`src/rtl/interrupt_responder_if.sv`:
```
// Purpose : bundles the CPU/device-facing signals of the interrupt responder.
// Latency : none (wires only).
// Backpressure: none; ack/eoi are single-cycle strobes qualified by the responder state.
// Ports   : src/en_we/en_wd/stat_clr/ack/eoi driven by master; statout/intout/irq/
//           vector/vec_valid driven by slave (the responder).
interface interrupt_responder_if;
  logic [7:0] src;
  logic       en_we;
  logic [7:0] en_wd;
  logic [7:0] stat_clr;
  logic       ack;
  logic       eoi;
  logic [7:0] statout;
  logic [7:0] intout;
  logic       irq;
  logic [2:0] vector;
  logic       vec_valid;

  modport master (
    output src, en_we, en_wd, stat_clr, ack, eoi,
    input  statout, intout, irq, vector, vec_valid
  );

  modport slave (
    input  src, en_we, en_wd, stat_clr, ack, eoi,
    output statout, intout, irq, vector, vec_valid
  );
endinterface

```
`src/rtl/interrupt_responder.sv`:
```
// Purpose : 8-source interrupt responder with pending/enable registers, fixed
//           lowest-index priority and an IDLE/REQ/SERVICE handshake with the CPU.
// Latency : src pulse in cycle n -> statout after edge n -> irq high in cycle n+2.
// Backpressure: irq is held until ack (or until nothing enabled is pending);
//           vector is held until eoi; ack/eoi in other states are ignored.
// Ports   : clk, reset (sync, active-high); bus (slave modport) carries src,
//           en_we/en_wd, stat_clr, ack, eoi in and statout, intout, irq,
//           vector, vec_valid out.
module interrupt_responder (
  input logic                  clk,
  input logic                  reset,
  interrupt_responder_if.slave bus
);

  typedef enum logic [1:0] {
    IDLE    = 2'd0,
    REQ     = 2'd1,
    SERVICE = 2'd2
  } state_t;

  state_t     state;
  state_t     state_nxt;
  logic [7:0] pend;
  logic [7:0] enab;
  logic [7:0] active;
  logic [7:0] ack_clear;
  logic [2:0] pri_idx;
  logic [2:0] vec;
  logic       req_cond;
  logic       take;

  // Priority and request are computed from registered pend/enab only, so a
  // src pulse in the ack cycle cannot steer the vector choice.
  always_comb begin
    active   = pend & enab;
    req_cond = |active;
    pri_idx  = 3'd0;
    // Scan from the top down so the lowest set index is the last one written.
    for (int i = 7; i >= 0; i--) begin
      if (active[i]) begin
        pri_idx = 3'(i);
      end
    end
  end

  always_comb begin
    state_nxt = state;
    take      = 1'b0;
    case (state)
      IDLE: begin
        if (req_cond) begin
          state_nxt = REQ;
        end
      end
      REQ: begin
        // An ack with nothing left to service is treated like no ack.
        if (bus.ack && req_cond) begin
          take      = 1'b1;
          state_nxt = SERVICE;
        end else if (!req_cond) begin
          state_nxt = IDLE;
        end
      end
      SERVICE: begin
        if (bus.eoi) begin
          state_nxt = IDLE;
        end
      end
      default: begin
        state_nxt = IDLE;
      end
    endcase
  end

  assign ack_clear = take ? (8'h01 << pri_idx) : 8'h00;

  always_ff @(posedge clk) begin
    if (reset) begin
      state <= IDLE;
      pend  <= 8'h00;
      enab  <= 8'h00;
      vec   <= 3'd0;
    end else begin
      state <= state_nxt;
      // A new source event wins over any clear landing in the same cycle.
      pend  <= bus.src | (pend & ~bus.stat_clr & ~ack_clear);
      if (bus.en_we) begin
        enab <= bus.en_wd;
      end
      if (take) begin
        vec <= pri_idx;
      end
    end
  end

  assign bus.statout   = pend;
  assign bus.intout    = enab;
  assign bus.irq       = (state == REQ);
  assign bus.vec_valid = (state == SERVICE);
  assign bus.vector    = vec;

endmodule
```
`src/flat_wrapper.sv`:
```
// flat-port wrapper written by rule: the top's interface ports become plain ports
module interrupt_responder_flat 
  (clk, reset, bus_src, bus_en_we, bus_en_wd, bus_stat_clr, bus_ack, bus_eoi, bus_statout, bus_intout, bus_irq, bus_vector, bus_vec_valid);
  interrupt_responder_if bus_i ();
  input logic clk;
  input logic reset;
  input wire logic [$bits(bus_i.src)-1:0] bus_src;
  input wire logic [$bits(bus_i.en_we)-1:0] bus_en_we;
  input wire logic [$bits(bus_i.en_wd)-1:0] bus_en_wd;
  input wire logic [$bits(bus_i.stat_clr)-1:0] bus_stat_clr;
  input wire logic [$bits(bus_i.ack)-1:0] bus_ack;
  input wire logic [$bits(bus_i.eoi)-1:0] bus_eoi;
  output wire logic [$bits(bus_i.statout)-1:0] bus_statout;
  output wire logic [$bits(bus_i.intout)-1:0] bus_intout;
  output wire logic [$bits(bus_i.irq)-1:0] bus_irq;
  output wire logic [$bits(bus_i.vector)-1:0] bus_vector;
  output wire logic [$bits(bus_i.vec_valid)-1:0] bus_vec_valid;
  assign bus_i.src = bus_src;
  assign bus_i.en_we = bus_en_we;
  assign bus_i.en_wd = bus_en_wd;
  assign bus_i.stat_clr = bus_stat_clr;
  assign bus_i.ack = bus_ack;
  assign bus_i.eoi = bus_eoi;
  assign bus_statout = bus_i.statout;
  assign bus_intout = bus_i.intout;
  assign bus_irq = bus_i.irq;
  assign bus_vector = bus_i.vector;
  assign bus_vec_valid = bus_i.vec_valid;
  interrupt_responder u_core (.clk(clk), .reset(reset), .bus(bus_i));
endmodule
```
`config.mk`:
```
export PLATFORM = sky130hd
export DESIGN_NAME = interrupt_responder_flat
export DESIGN_NICKNAME = d
export VERILOG_FILES = /design/src/rtl/interrupt_responder_if.sv /design/src/rtl/interrupt_responder.sv /design/src/flat_wrapper.sv
export SDC_FILE = /design/constraint.sdc
export NUM_CORES = 1
export LEC_CHECK = 0
export ABC_CLOCK_PERIOD_IN_PS = 1500
export CORE_ASPECT_RATIO = 0.75
export CORE_UTILIZATION = 39
export CTS_CLUSTER_DIAMETER = 50
export DETAILED_ROUTE_END_ITERATION = 10
export PLACE_DENSITY_LB_ADDON = 0.25
export SLEW_MARGIN = 20
export SYNTH_ARGS = -nofsm -noshare
export SYNTH_HDL_FRONTEND = slang
export SYNTH_SLANG_ARGS = --single-unit
```
`constraint.sdc`:
```
create_clock -name clk -period 1.5 [get_ports clk]
set_clock_uncertainty 0.15 [all_clocks]
set_input_delay 0.15 -clock clk [delete_from_list [all_inputs] [get_ports clk]]
set_output_delay 0.15 -clock clk [all_outputs]
set_load 0.02 [all_outputs]
```
---- Yosys cells after proc, flatten, opt, wreduce, memory -nomap -nowiden ----
Cells that the tools add are included.
W data, S select, Z words.
storage, ports and cells
  flip-flop bits (word level) ............. 21
  logic and storage cells ................. 36
  output and inout port bits .............. 21
operators by class
  shift operators ......................... 1
  bitwise operators ....................... 6
  reductions and logical operators ........ 4
  multiplexer cells ....................... 16
  equal/unequal tests ..................... 5
operators by type and width
  kind                   number
  $and A8 B8 Y8          3
  $mux W3                8
  $not A8 Y8             2
  $mux W2                4
  $mux W8                1
  $or A8 B8 Y8           1
  $reduce_or A8 Y1       1
  $shl A1 B3 Y8 const A  1
  $pmux W2 S3            1
  $ne A3 B3 Y1 const B   1
  $reduce_and A3 Y1      1
  $eq A2 B1 Y1 const B   1
  $eq A2 B2 Y1 const B   1
  $logic_not A2 Y1       1
  $mux W1                2
  $ne A2 B1 Y1 const B   1
  $ne A2 B2 Y1 const B   1
  $logic_and A1 B1 Y1    1

---- Longest topological paths before layout ----
  word-level depth ........................ 14
  gate-level depth with buffers ........... 5
  gate-level depth less buffers ........... 4

---- Worst setup path before layout ----
OpenSTA, ideal clock, no wires.
  kind .................................... flip-flop to flip-flop
  start point ............................. register u_core.enab[3], in the netlist u_core.bus.intout[3]
  end point ............................... register u_core.pend[5], in the netlist u_core.bus.statout[5]
  stages on the path, launching flop included .. 5
  period minus slack after synthesis ...... 1.573 ns
  data required time ...................... 1.225 ns
  setup slack ............................. -0.073 ns
  data arrival time ....................... 1.298 ns
  cell sequence ........................... dfxtp_1 nand2_2 a32oi_2 a22oi_2 o41a_1
on the way
  longest elaborated chain between the ends .. 10
  elaborated cells between the ends (all ways) .. 14
  those cells by class .................... shift (1); mux (7); bitwise (4); reduce/logical (2)
RTL lines
  item                    line                       RTL
  from (decl)             interrupt_responder.sv:24  logic [7:0] enab;
  from (signal assigned)  interrupt_responder.sv:88  enab <= bus.en_wd;
  $and A8 B8 Y8 *         interrupt_responder.sv:35  active = pend & enab;
  $mux W3 (4 in series)   interrupt_responder.sv:40  if (active[i]) begin
  $shl A1 B3 Y8           interrupt_responder.sv:75  assign ack_clear = take ? (8'h01 << pri_idx) : 8'h00;
  $mux W8 *               interrupt_responder.sv:75
  $not A8 Y8 *            interrupt_responder.sv:86  pend <= bus.src | (pend & ~bus.stat_clr & ~ack_clear);
  $and A8 B8 Y8 *         interrupt_responder.sv:86
  $or A8 B8 Y8 *          interrupt_responder.sv:86
  to (signal assigned)    interrupt_responder.sv:86
  to (decl)               interrupt_responder.sv:23  logic [7:0] pend;
Mark *: on every way between the ends. The rest lies on a longest branch, timed or not.
A chain may end at the register's enable or synchronous reset.

---- Final worst setup path ----
  start point ............................. register u_core.pend[6], in the netlist u_core.bus.statout[6]
  end point ............................... register u_core.pend[5], in the netlist u_core.bus.statout[5]
on the way
  longest elaborated chain between the ends .. 13
  elaborated cells between the ends (all ways) .. 17
  those cells by class .................... shift (1); mux (10); bitwise (4); reduce/logical (2)
RTL lines
  item                   line
  $and A8 B8 Y8 *        interrupt_responder.sv:35
  $mux W3 (7 in series)  interrupt_responder.sv:40
  $shl A1 B3 Y8          interrupt_responder.sv:75
  $mux W8 *              interrupt_responder.sv:75
  $not A8 Y8 *           interrupt_responder.sv:86
  $and A8 B8 Y8 *        interrupt_responder.sv:86
  $or A8 B8 Y8 *         interrupt_responder.sv:86
Marks and branches as above.

==> flow_summary.ini <==
[logic_synthesis]
synth.cell_area_um2 = 991
synth.area.top_cells = dfxtp_1, mux2i_1, nor2_1
ys_seq_area_frac = 0.424
yosys_most_used_dff = dfxtp_1
synth_nets = 141
synth_common_cells = dfxtp_1, nor2_1, inv_1
yosys_warnings = 0
ys_async_sr_fraction = 0
synthDistinctLibCells = 29
yosysTopAreaCell = dfxtp_1
synth-seq-cells = 21
yosysMostFrequentCell = dfxtp_1
synthCells = 112
synth_edf_count = 0
yosysTopAreaCellShare = 0.424
avgSynthCellArea_um2 = 8.85

[detailed_routing]
viasPerCell = 5.31
routed_wl_um = 2660
dr.pass1.iters = 4
drc = 0
first_iter_violations = 47
dr_total_vias = 1083
wl_per_cell_um = 13.1
ant_nets = 0

[cts]
htreeDepth = 1
clockRootBuffer = clkbuf_4
clk_latency_ns = 0.30
hold_buffers = 0
clk_pin_slew_ns = 0.12
cts_buffers = 3
cts_tree = built
cts.sinks = 21
clockBufferDepth = 2

[die]
core_um2 = 2350
die_w_um = 60.2
die-area_um2 = 2750
die_h_um = 45.7
ios = 50
start_util = 0.422
rows = 15

[pwr]
p_sw_mw = 0.351
power_density_nw_per_um2 = 742
switching_share = 0.291
power_frac_seq = 0.528
p_int_mw = 0.856
p_leak_nw = 0.742
power_frac_comb = 0.247
vdd_ir_drop_max_mv = 0.408
pwr-share-clk = 0.225

[setup_path]
arrival_ns = 1.52
critPathMaxStageDelay_ns = 0.37
crit_fanout = 4
worst-setup-path-type = register to register
critical_path.cell_chain = and2_4 -> o211ai_2 -> a22oi_2 -> o41a_1
worst_setup_path_end_kind = register
cp-start-kind = register
slowest_stage = o41a_1
crit_required_ns = 1.55

[placed_design]
dp.final_hpwl_um = 1990
gp_congestion = 0.822
port_buffers = 49

[finish]
register_area_um2 = 439
fill_cells = 192
diodes = 0
nNetsFinal = 200
post_route_cells_drive_above_1_share = 0.212
multi_input_area_um2 = 534
final_core_util = 0.693
syn2layout_area_growth_pct = 64.1

[grt]
grt-ovfl-total = 0
grt_use_total = 0.197
grt_pass1_vias = 986
grt_max_degree = 23
grt_pass1_wl_um = 4040
antenna_found_initial = 0

[hold_path]
hold_path.class = register to register

[sta]
drv_slew = 0
setup_viol_count_final = 0
period_needed_ns = 1.47
hold_violations = 0
fmax_mhz = 682
rsz0062_at_grt = yes
worstMarginPinSlew_ns = 0.250
relSlewSlack = 0.834
fin_crit_sh = 0.977
hold_slack_ns = 0.292

[flow_run]
drv_cap = 0

[outcome]
outcome = completed
-- final cells by class --
type,count,area share
multi-input combinational,76,0.328
timing repair buffer,58,0.334
tap,34,0.0262
sequential,21,0.270
clock buffer,4,0.0162
inverter,11,0.0254
-- cell usage in the layout, fill, tap and decap left out, types with 5 or more instances in the layout --
master,instances
nand2_1,10
dlygate4sd2_1,19
dfxtp_2,9
buf_4,8
nor2_1,15
inv_1,11
clkdlybuf4s50_1,28
dfxtp_1,10
a31oi_1,5
mux2i_1,8
a21oi_1,6
-- metal layers --
metal / global-route usage / up-vias / part of all wire
li1: - / 518 / -
met1: 0.236 / 513 / 0.43
met2: 0.343 / 50 / 0.48
met3: 0.0710 / 2 / 0.087
met4: 0.0372 / 0 / 0.0034
met5: 0 / - / 0
-- worst max-delay path: cells and delay by family, from the launching register on --
| family | cells | cell delay, ns |
|---|---|---|
| flip-flops | 1 | 0.36 |
| AO/OA/AOI/OAI | 3 | 0.69 |
| AND/OR/NAND/NOR | 1 | 0.16 |
-- metrics by stage --
| step | TNS [ns] | instance area, um2 | std cells | total power, mW | setup slack [ns] |
|---|---|---|---|---|---|
| after global routing | -0.0779 | 1630 | 204 | 1.26 | -0.0287 |
| after global placement | -0.329 | 1580 | 198 | 0.949 | -0.0636 |
| after detailed placement | -0.543 | 1580 | 198 | 0.956 | -0.0910 |
| after CTS | 0 | 1590 | 202 | 1.20 | 0.00334 |
| after floorplan | 0 | 993 | 112 | 0.779 | 0.0309 |
| final | 0 | 1630 | 204 | 1.21 | 0.0342 |
-- cell families after synthesis --
logic type	count (synthesis)	synth area share
AND/OR/NAND/NOR	40	0.188
AO/OA/AOI/OAI	28	0.249
flip-flops	21	0.424
buffers and inverters	15	0.0581
multiplexers	8	0.0808
-- path summary, 6_finish.rpt --
check / start / end / slack, ns / cells past startpoint
min reg2reg: u_core.state[1] / u_core.state[0] / 0.29 / 1
min: u_core.state[1] / u_core.state[0] / 0.29 / 1
max: u_core.bus.statout[6] / u_core.bus.statout[5] / 0.03 / 4
max reg2reg: u_core.bus.statout[6] / u_core.bus.statout[5] / 0.03 / 4
-- power by group through the flow --
stage,registers [mW],logic [mW],clock network (mW)
6_report,0.637,0.298,0.271
5_1_grt,0.642,0.322,0.298
4_1_cts,0.634,0.292,0.275
3_5_place_dp,0.646,0.310,0
3_3_place_gp,0.645,0.304,0
2_1_floorplan,0.673,0.106,0
-- flip-flops by register name, summed over array words and instances, names as in the netlist --
signal,cells
u_core.bus.intout,8
u_core.state,2
u_core.bus.statout,8
u_core.bus.vector,3
-- timing repair --
item                                    CTS  global route
gates resized for setup                  24            16
endpoints found under the setup margin   22             9
cloned                                    0             0
setup buffers                             0             2
pin swaps                                 0             5
Power figures use the tool's default switching activity.
